===== config.mk =====
export PLATFORM = sky130hd
export DESIGN_NAME = seq_divider_10by5
export DESIGN_NICKNAME = d
export VERILOG_FILES = /design/src/rtl/seq_divider_10by5.sv
export SDC_FILE = /design/constraint.sdc
export NUM_CORES = 1
export LEC_CHECK = 0
export ABC_AREA = 1
export BUFFER_PORTS_ARGS = -buffer_cell sky130_fd_sc_hd__buf_4
export CAP_MARGIN = 20
export CORE_UTILIZATION = 55
export CTS_BUF_LIST = sky130_fd_sc_hd__clkbuf_8
export DETAILED_ROUTE_END_ITERATION = 6
export PLACE_DENSITY = 0.83
export SYNTH_ARGS = -nofsm -noshare
export SYNTH_HDL_FRONTEND = slang
export SYNTH_SLANG_ARGS = --single-unit
export TNS_END_PERCENT = 10

===== constraint.sdc =====
create_clock -name clk -period 2.35 [get_ports clk]
set_clock_uncertainty 0.15 [all_clocks]
set_input_delay 0.235 -clock clk [delete_from_list [all_inputs] [get_ports clk]]
set_output_delay 0.235 -clock clk [all_outputs]
set_load 0.005 [all_outputs]

===== src/rtl/seq_divider_10by5.sv =====
// Restoring divider: 10-bit unsigned dividend / 5-bit unsigned divisor, one quotient bit per clock.
// state | meaning: IDLE | waiting for start; CALC | one restoring step per edge; ZERO | divide-by-zero result
module seq_divider_10by5 #(
  parameter int DIVIDEND_W = 10,
  parameter int DIVISOR_W  = 5
) (
  input  logic                  clk,
  input  logic                  rst_n,
  input  logic                  start,
  input  logic [DIVIDEND_W-1:0] dividend,
  input  logic [DIVISOR_W-1:0]  divisor,
  output logic                  busy,
  output logic                  done,
  output logic [DIVIDEND_W-1:0] quotient,
  output logic [DIVISOR_W-1:0]  remainder,
  output logic                  div_by_zero
);

  localparam int CNT_W = $clog2(DIVIDEND_W);

  typedef enum logic [1:0] {
    IDLE = 2'd0,
    CALC = 2'd1,
    ZERO = 2'd2
  } state_t;

  state_t state, state_nxt;

  logic [DIVIDEND_W-1:0] dvd_sh;
  logic [DIVISOR_W-1:0]  dsr;
  logic [DIVISOR_W-1:0]  part;
  logic [CNT_W-1:0]      cnt;

  logic                  load;
  logic                  step;
  logic                  fin_calc;
  logic                  fin_zero;
  logic [DIVISOR_W:0]    trial;
  logic                  ge;
  logic [DIVISOR_W-1:0]  part_nxt;
  logic [DIVIDEND_W-1:0] dvd_sh_nxt;

  // Quotient bits shift into the low end of the dividend register as its MSBs are consumed.
  always_comb begin
    trial      = {part, dvd_sh[DIVIDEND_W-1]};
    ge         = (trial >= {1'b0, dsr});
    part_nxt   = ge ? DIVISOR_W'(trial - {1'b0, dsr}) : trial[DIVISOR_W-1:0];
    dvd_sh_nxt = {dvd_sh[DIVIDEND_W-2:0], ge};
  end

  always_ff @(posedge clk or negedge rst_n) begin
    if (!rst_n) state <= IDLE;
    else        state <= state_nxt;
  end

  always_comb begin
    state_nxt = state;
    load      = 1'b0;
    step      = 1'b0;
    fin_calc  = 1'b0;
    fin_zero  = 1'b0;
    case (state)
      IDLE: begin
        if (start) begin
          load      = 1'b1;
          state_nxt = (divisor == '0) ? ZERO : CALC;
        end
      end
      CALC: begin
        step = 1'b1;
        if (cnt == '0) begin
          fin_calc  = 1'b1;
          state_nxt = IDLE;
        end
      end
      ZERO: begin
        fin_zero  = 1'b1;
        state_nxt = IDLE;
      end
      default: state_nxt = IDLE;
    endcase
  end

  assign busy = (state != IDLE);

  // Down-counter: loaded with DIVIDEND_W-1, the step that sees zero is the last one.
  always_ff @(posedge clk or negedge rst_n) begin
    if (!rst_n) begin
      dvd_sh <= '0;
      dsr    <= '0;
      part   <= '0;
      cnt    <= '0;
    end else if (load) begin
      dvd_sh <= dividend;
      dsr    <= divisor;
      part   <= '0;
      cnt    <= CNT_W'(DIVIDEND_W - 1);
    end else if (step) begin
      dvd_sh <= dvd_sh_nxt;
      part   <= part_nxt;
      cnt    <= cnt - 1'b1;
    end
  end

  always_ff @(posedge clk or negedge rst_n) begin
    if (!rst_n) begin
      done        <= 1'b0;
      quotient    <= '0;
      remainder   <= '0;
      div_by_zero <= 1'b0;
    end else begin
      done <= fin_calc | fin_zero;
      if (fin_calc) begin
        quotient    <= dvd_sh_nxt;
        remainder   <= part_nxt;
        div_by_zero <= 1'b0;
      end else if (fin_zero) begin
        quotient    <= '1;
        remainder   <= '0;
        div_by_zero <= 1'b1;
      end
    end
  end

endmodule


Word level (Yosys, flattened, before mapping)
Index checks and enable logic that the tools add are counted.
W data, S select, Z words.
{"block": "word_totals", "regBits": 43, "elab_cells": 47}
{"block": "op_classes", "addsub": 2, "magnitude_cmp": 1, "eq_ne": 4, "mux": 23, "bitwise": 1, "reduce_logical": 7}
{"cell": "$mux W10", "n": 4}
{"cell": "$mux W5", "n": 5}
{"cell": "$mux W1", "n": 8}
{"cell": "$mux W4", "n": 2}
{"cell": "$ge A6 B5 Y1", "n": 1}
{"cell": "$mux W2", "n": 3}
{"cell": "$reduce_bool A2 Y1", "n": 3}
{"cell": "$logic_not A5 Y1", "n": 1}
{"cell": "$sub A5 B5 Y5", "n": 1}
{"cell": "$logic_not A4 Y1", "n": 1}
{"cell": "$ne A2 B2 Y1 const B", "n": 2}
{"cell": "$pmux W2 S2", "n": 1}
{"cell": "$sub A4 B1 Y4 const B", "n": 1}
{"cell": "$eq A2 B1 Y1 const B", "n": 1}
{"cell": "$eq A2 B2 Y1 const B", "n": 1}
{"cell": "$logic_not A2 Y1", "n": 1}
{"cell": "$reduce_and A2 Y1", "n": 1}
{"cell": "$or A1 B1 Y1", "n": 1}

Longest topological paths before layout
Gate-level depths: netlist of run 1.
{"block": "depth", "word_depth": 4, "ltp_mapped": 12, "mapped_depth_nobuf": 12}

Worst setup path after synthesis of run 1
OpenSTA, ideal clock, no wires.
{"block": "synth_timing", "path_kind": "register to register", "startpoint": "reg dvd_sh[9]", "endpoint": "reg part[3]", "setup_ns": 0.116, "arrival_ns": 1.549, "t_required_ns": 2.084, "slack_ns": 0.534, "path_stages_with_launch": 13, "period_less_slack_ns": 1.816, "cell_sequence": "dfrtp_1 inv_1 ha_1 inv_1 fa_1 inv_1 nand2_1 nand3_2 nand3_4 nand2_1 nand2_1 nand2_1 nand2_1"}
{"block": "synth_between", "elab_chain_len": 4}
{"element": "start, declared", "line": "29", "rtl": "logic [DIVIDEND_W-1:0] dvd_sh;"}
{"element": "start signal, assigned", "line": "94", "rtl": "dvd_sh <= dividend;"}
{"element": "start signal, assigned", "line": "99", "rtl": "dvd_sh <= dvd_sh_nxt;"}
{"element": "$sub A5 B5 Y5 or $ge A6 B5 Y1 (tied branches)", "line": "47, 46"}
{"element": "$mux W5 (*)", "line": "47", "rtl": "part_nxt = ge ? DIVISOR_W'(trial - {1'b0, dsr}) : trial[DIVISOR_W-1:0];"}
{"element": "$mux W5 (*)", "line": "98", "rtl": "end else if (step) begin"}
{"element": "$mux W5 (*)", "line": "93", "rtl": "end else if (load) begin"}
{"element": "end signal, assigned", "line": "100", "rtl": "part <= part_nxt;"}
{"element": "end, declared", "line": "31", "rtl": "logic [DIVISOR_W-1:0] part;"}
Every way passes the cells marked *; elsewhere a longest branch is shown, timed or not. The select of a mux whose other input is x is not followed.
A chain may end at the register's enable or synchronous reset.

Final worst setup path of run 1
{"block": "layout_timing", "startpoint": "reg dvd_sh[9]", "endpoint": "reg part[0]"}
Same word-level chain as after synthesis.

==> metrics.txt, run 1 <==
Synth area leaders dfrtp_1 (50%), nand2_1 (12%), inv_1 (5.9%); max cap viols 0; CTS resizes 0; Wirelength per Cell 13.8 µm; Congestion Overflow GR 0; Yosys cell types 29; initial antenna violation count 0; Routed Wire Length 4510 µm; clk_lat worst skew 290 ps; CP Class reg -> reg; CTS tree done; CP Capture Type flop; fillcell total 316; FF-to-FF Start dvd_sh[9]$_DFFE_PN0P_; worst vdd ir 0.712 mV; # diodes 0; Max-slew headroom 64.8%; HPWL after DPL 3190 µm; die width 64.6 µm; Detail Route Antenna Nets 0; H-tree levels 2; Min-Delay Startpoint divisor[4]; Final Cycle Share 85.9%; WP data required 2440 ps; CTS max path bufs 2; Initial Utilization 58.0%; DR vias 1726; prevailing post-synth register cell dfrtp_1; I/O pin cnt 36; crit path max fanout 7; Pwr Density 1510 mW/mm²; final core utilization 67.9%; status finished clean; root buffer selected by CTS clkbuf_8; Post-synth ARST share 100%; final count of hold timing violations 0; sequential share of the synthesized area 49.9%; Setup Viol. Count Final 0; Post-Syn Nets 267; num rows 22; gr usage total 24.4%; layout cells sized above 1 23.2%; Critical Path AT 2100 ps; RD Place Congestion 0.868; CP Launch Type flop; drt first-iter violations 95; placed cell count 319; Hold Path Class in -> reg; DRT Pass-1 Iters 4; Synth area leader dfrtp_1; global-route wire length before repair 7600 µm; post-synthesis cell count 241; TNS Setup 0 ps; max-slew violation count 0; crit path from dvd_sh[9]$_DFFE_PN0P_; largest net degree at the start of global routing 44; Worst Tran Pin Value 527 ps; Max Clk Rate 0.495 GHz; area of the mapped netlist 0.00216 mm²; vias in the first global route 1676; register bit total from synthesis 43; non-filler cells, final 328; Synth top area share 49.9%; minimum clock period 2020 ps; slowest cell delay on critical path 440 ps; Die ar. 0.00417 mm²; commonest cells in the netlist nand2_1 (69), dfrtp_1 (43), inv_1 (34); flip-flop and latch area 0.00108 mm²; Area growth, synth to finish 17.1%; Synth warnings 0; die height 64.6 µm; critical-path cell list inv_1 -> ha_1 -> inv_1 -> fa_1 -> inv_1 -> nand2_1 -> nand3_2 -> nand3_4 -> nand2_1 -> nand3_1 -> nand2_1; Syn Area/Cell 8.95 µm²; most common cell in the netlist nand2_1; DR vias/cell 5.26; area occupied by multi-input gates 887 µm²; CP max stage cell fa_1; Post-synth EDFFs 0; P_leak 1.29 nW; RSZ-0062 raised after global routing false; CTS Buf Count 5; Clock Pin Slew Worst Setup and Hold Paths 80 ps; IO buf count 35; Final #Nets 305; DRC Markers 0; core area 0.00372 mm²; Sink Count 43
## per-layer routing
metal	global-route usage, %	vias up	routed length, µm
li1	-	841	-
met4	11.4	0	119
met3	3.87	13	150
met5	0	-	0
met1	30.6	818	2070
met2	41.1	54	2170
## cell families after synthesis
family	count (synthesis)	synth area share (%)
and+or+nand+nor	113	24.4
buffers and inverters	43	8.94
DFF	43	49.9
AOI/OAI and AO/OA	32	11.0
adders and majority gates	8	4.99
xor gates and xnor gates	2	0.813
## placed cells by master, fill, tap and decap left out, drive strengths merged
cell / n
ha: 7
a21oi: 11
nor2: 18
a21boi: 1
dlygate4sd3: 1
inv: 38
o22ai: 2
nand3: 20
nor4: 1
buf: 35
nor3: 1
clkinv: 2
o21ai: 9
fa: 1
dfrtp: 43
xnor2: 2
nand2: 71
nand3b: 2
clkinvlp: 1
o221ai: 9
clkbuf: 5
## per-stage QoR
stage,setup slack [ps],hold WS [ps],cell area [µm²],power (mW)
finish,330,4.07,2520,3.80
global placement,448,99.3,2430,3.20
CTS,333,6.22,2520,3.79
global route,176,10.4,2520,4.13
floorplan,534,-211,2160,2.75
detailed placement,372,103,2430,3.30
## registers in the layout (all words and copies together) (netlist names), 2 cells and up
register and cells:
dvd_sh 10, cnt 4, remainder 5, part 5, state 2, quotient 10
dsr 5
## cell type report
cell class              instances  share of cell area [%]
clock buffers                   5                    2.73
inverters                      38                    5.70
multi-input cells             155                    35.1
flip-flops and latches         43                    42.6
repair buffers                 36                    10.8
well taps                      48                    2.38
clock inverters                 3                   0.644
## where the power goes
group          switching, mW  internal, mW  total, mW
logic                   1.23         0.833       2.06
registers              0.187          1.10       1.28
clock network          0.255         0.204      0.459
## worst paths after layout
path	depth (start not counted)	slack (ps)	end
min in group asynchronous	2	310	remainder[4]$_DFFE_PN0P_
max in group asynchronous	2	1380	part[2]$_DFFE_PN0P_
worst max register to register	11	330	part[0]$_DFFE_PN0P_
worst min register to register	2	340	cnt[0]$_DFFE_PN0P_
worst min-delay path	3	4	dsr[4]$_DFFE_PN0P_
worst max-delay path	11	330	part[0]$_DFFE_PN0P_
## worst max-delay path: cells and delay by family (launching register included)
family                     cells  cell delay [ps]
and+or+nand+nor                6              610
adders and majority gates      2              590
DFF                            1              360
buffers and inverters          3              240
## repair_timing
action	in CTS	in global routing
buffers inserted	0	0
hold endpoints to repair	43	0
hold buffers	1	0
Power figures use the tool's default switching activity.
==> run 2, diff against run 1 <==
Clock period 2.35 ns to 2.5 ns, I/O delays scaled along.
==> metrics.txt, run 2 (synthesis gave the netlist of run 1 again) <==
Hold Path Class in -> reg; drt first-iter violations 78; CP Class reg -> reg; Final #Nets 305; clk_lat worst skew 310 ps; Worst Tran Pin Value 522 ps; DRT Pass-1 Iters 4; RSZ-0062 raised after global routing false; I/O pin cnt 36; CP Capture Type flop; FF-to-FF Start dvd_sh[9]$_DFFE_PN0P_; gr usage total 23.7%; CTS tree done; Area growth, synth to finish 17.1%; largest net degree at the start of global routing 44; minimum clock period 1990 ps; RD Place Congestion 0.868; Initial Utilization 58.0%; Max-slew headroom 65.2%; CP Launch Type flop; TNS Setup 0 ps; root buffer selected by CTS clkbuf_8; critical-path cell list inv_1 -> ha_1 -> inv_1 -> fa_1 -> inv_1 -> nand2_1 -> nand3_2 -> nand3_4 -> nand2_1 -> nand2_1 -> nand2_1 -> nand2_1; DR vias/cell 5.14; global-route wire length before repair 7370 µm; most common cell after layout, fill and taps aside nand2_1; CTS max path bufs 2; num rows 22; Max Clk Rate 0.502 GHz; Min-Delay Startpoint divisor[4]; Post-CTS Setup Bufs 0; IO buf count 35; worst vdd ir 0.708 mV; final count of hold timing violations 0; # diodes 0; WP data required 2540 ps; layout cells sized above 1 23.2%; Final Cycle Share 79.7%; fillcell total 321; Setup Viol. Count Final 0; Clock Pin Slew Worst Setup and Hold Paths 90 ps; Final WS setup 508 ps; status finished clean; DR vias 1686; most frequent cells in the layout nand2_1 (69), dfrtp_1 (43), inv_1 (35), buf_4 (35), nand3_1 (16); Pwr Density 1390 mW/mm²; initial antenna violation count 0; CTS resizes 0; Die ar. 0.00417 mm²; die width 64.6 µm; Critical Path AT 2040 ps; crit path max fanout 7; HPWL after DPL 3220 µm; P_leak 1.29 nW; Top cell by count, worst path nand2_1; die height 64.6 µm; slowest cell delay on critical path 420 ps; DP Worst Slack 523 ps; Detail Route Antenna Nets 0; Wirelength per Cell 13.0 µm; CTS Buf Count 5; Sink Count 43; vias in the first global route 1635; DRC Markers 0; largest registers dvd_sh: 10 flops, quotient: 10 flops; core area 0.00372 mm²; Congestion Overflow GR 0; CP max stage cell fa_1; H-tree levels 2; Hold Slack 14.0 ps; max-slew violation count 0; Routed Wire Length 4260 µm; max cap viols 0; crit path from dvd_sh[9]$_DFFE_PN0P_
run 2: cell counts in the layout (fill, tap and decap cells not counted):
Identical to the previous run, type by type.
run 2: worst max-delay path, delay by kind of cell, from the launching register on:
family	cells	cell delay [ps]
buf+inv	3	230
flops	1	360
fa+ha+maj	2	580
simple gates	7	560
run 2: stage by stage:
stage / power [mW] / area [µm²] / std cells / util, %
finish: 3.51 / 2520 / 328 / 67.9
global placement: 3.01 / 2430 / 319 / 65.4
floorplan: 2.59 / 2160 / 241 / -
CTS: 3.54 / 2520 / 328 / 67.9
global route: 3.85 / 2520 / 328 / 67.9
detailed placement: 3.10 / 2430 / 319 / 65.4
run 2: final cells by class:
class	instances	area, µm²	area share (%)
inverters	38	144	5.70
clock buffers	5	68.8	2.73
repair buffers	36	273	10.8
flip-flops and latches	43	1080	42.6
well taps	48	60.1	2.38
multi-input cells	155	887	35.1
clock inverters	3	16.3	0.644
run 2: worst paths after layout:
path | cells past startpoint | slack (ps) | to
worst max-delay path | 12 | 510 | remainder[3]$_DFFE_PN0P_
worst min-delay path | 3 | 10 | dsr[4]$_DFFE_PN0P_
worst max register to register | 12 | 510 | remainder[3]$_DFFE_PN0P_
worst min register to register | 2 | 340 | remainder[4]$_DFFE_PN0P_
max in group asynchronous | 2 | 1530 | dsr[4]$_DFFE_PN0P_
min in group asynchronous | 2 | 310 | dvd_sh[3]$_DFFE_PN0P_
run 2: routing by layer:
| metal | GRT usage (%) | vias up | wire length, µm |
|---|---|---|---|
| met3 | 5.81 | 9 | 202 |
| met5 | 0 | - | 0 |
| li1 | - | 842 | - |
| met1 | 29.4 | 792 | 1920 |
| met4 | 8.61 | 0 | 76 |
| met2 | 40.1 | 43 | 2050 |
run 2: report_power, final:
group	leakage, nW	switching (mW)	total, mW	internal (mW)
clock network	0.0453	0.243	0.434	0.191
logic	0.735	1.09	1.87	0.775
registers	0.510	0.173	1.20	1.03
total	1.29	1.51	3.51	2.00
run 2: timing repair:
action                     in CTS  in global routing
hold buffers                    1                  0
setup endpoints to repair       0                  0
hold endpoints to repair       43                  0
==> run 3, diff against run 2 <==
Settings changed: CORE_UTILIZATION 55 to 52.
Clock period 2.5 ns to 1.7 ns, I/O delays scaled along.
==> metrics.txt, run 3 (synthesis gave the netlist of run 1 again) <==
Final #Nets 327; WHS Path Cells 3; placed cell count 330; slowest cell delay on critical path 380 ps; Pwr Density 2020 mW/mm²; Total Power 5.58 mW; HPWL after DPL 3250 µm; vias in the first global route 1741; DRC Markers 0; CP Class reg -> reg; RSZ-0062 raised after global routing true; DR vias 1847; largest net degree at the start of global routing 44; final count of hold timing violations 0; Area growth, synth to finish 27.9%; DRT Pass-1 Iters 4; CTS max path bufs 2; Hold Path Class in -> reg; Clock Power Share 11.9%; Max-slew headroom 65.1%; Sink Count 43; core area 0.00400 mm²; minimum clock period 1830 ps; max cap viols 0; most common cell after layout, fill and taps aside nand2_1; crit path max fanout 7; Wirelength per Cell 13.5 µm; Final WS setup -129 ps; H-tree levels 2; WP data required 1740 ps; CP Launch Type flop; Final Cycle Share 108%; CTS tree done; # diodes 0; Reg power frac 31.6%; internal power 3.15 mW; non-filler cells, final 352; critical-path cell list inv_2 -> ha_1 -> inv_2 -> fa_2 -> inv_2 -> nand2_4 -> nand3_4 -> nand3_4 -> nand2_1 -> nand2_1 -> nand2_1 -> nand2_1; initial antenna violation count 0; Max Clk Rate 0.547 GHz; worst vdd ir 1.03 mV; max-slew violation count 0; die height 66.4 µm; Congestion Overflow GR 0; Worst Tran Pin Value 523 ps; violated checks setup timing; root buffer selected by CTS clkbuf_8; gr usage total 24.6%; CP Capture Type flop; Setup Viol. Count Final 12; die width 66.4 µm; sw frac 43.6%; most frequent cells in the layout nand2_1 (68), buf_4 (44), dfrtp_1 (43); NetSw 2.43 mW; final core utilization 68.9%; clk_lat worst skew 300 ps; num rows 23; Logic pwr share 56.5%; Detail Route Antenna Nets 0; Routed Wire Length 4770 µm; R2R cell count 12; Initial Utilization 53.9%; P_leak 1.39 nW; IO buf count 35; layout cells sized above 1 26.5%; DR vias/cell 5.25; Die ar. 0.00441 mm²; Clock Pin Slew Worst Setup and Hold Paths 80 ps; DP Worst Slack -120 ps; largest registers dvd_sh: 10 flops, quotient: 10 flops; status finished, violations left; I/O pin cnt 36; CP max stage cell dfrtp_1; RD Place Congestion 0.923; global-route wire length before repair 7850 µm; fillcell total 295; Critical Path AT 1870 ps; drt first-iter violations 132; CTS Buf Count 5; Top cell by count, worst path nand2_1
[run 3: cell type report]
| cell class | count | area (µm²) | area share (%) |
|---|---|---|---|
| Sequential cell | 43 | 1080 | 39.0 |
| Multi-Input combinational cell | 155 | 912 | 33.1 |
| Timing Repair Buffer | 58 | 470 | 17.1 |
| Tap cell | 50 | 62.6 | 2.27 |
| Clock buffer | 5 | 68.8 | 2.50 |
| Clock inverter | 3 | 23.8 | 0.862 |
| Inverter | 38 | 144 | 5.22 |
[run 3: routing by layer]
metal | track usage, % | vias to the layer above | part of all wire [%]
met1 | 30.6 | 863 | 40
li1 | - | 893 | -
met3 | 5.34 | 17 | 5.8
met5 | 0 | - | 0
met2 | 39.8 | 74 | 50
met4 | 13.3 | 0 | 3.6
[run 3: final timing paths]
check	end	from	slack (ps)
max	remainder[3]$_DFFE_PN0P_	dvd_sh[9]$_DFFE_PN0P_	-130
max in group asynchronous	cnt[3]$_DFFE_PN0P_	rst_n	800
min	dsr[0]$_DFFE_PN0P_	divisor[0]	50
max reg2reg	remainder[3]$_DFFE_PN0P_	dvd_sh[9]$_DFFE_PN0P_	-130
min in group asynchronous	done$_DFF_PN0_	rst_n	230
min reg2reg	remainder[0]$_DFFE_PN0P_	remainder[0]$_DFFE_PN0P_	330
[run 3: what timing repair did]
item                       CTS  global route
hold buffers                14             0
setup endpoints to repair   12            12
hold endpoints to repair    57             0
resized for setup            3             4
pin swaps                    1             1
setup buffers                0             0
[run 3: power by group through the flow]
stage	registers [mW]	clock network [mW]	logic (mW)
CTS	1.76	0.682	3.05
finish	1.76	0.664	3.15
detailed placement	1.78	0	2.97
global placement	1.76	0	2.85
floorplan	1.75	0	2.06
global route	1.83	0.730	3.51
[run 3: critical path: cells and delay by family, from the launching register on]
family | cells | cell delay [ps]
adder cells (fa/ha/maj) | 2 | 490
buffers and inverters | 3 | 190
AND/OR/NAND/NOR | 7 | 510
flip-flops | 1 | 380
[run 3: per-stage QoR]
step / setup TNS (ps) / area, µm² / hold WS [ps]
2_1_floorplan: -129 / 2160 / -276
3_3_place_gp: -267 / 2500 / 30.7
3_5_place_dp: -1020 / 2500 / 37.0
4_1_cts: -1010 / 2750 / 28.0
5_1_grt: -2060 / 2760 / 64.2
6_report: -1150 / 2760 / 47.3
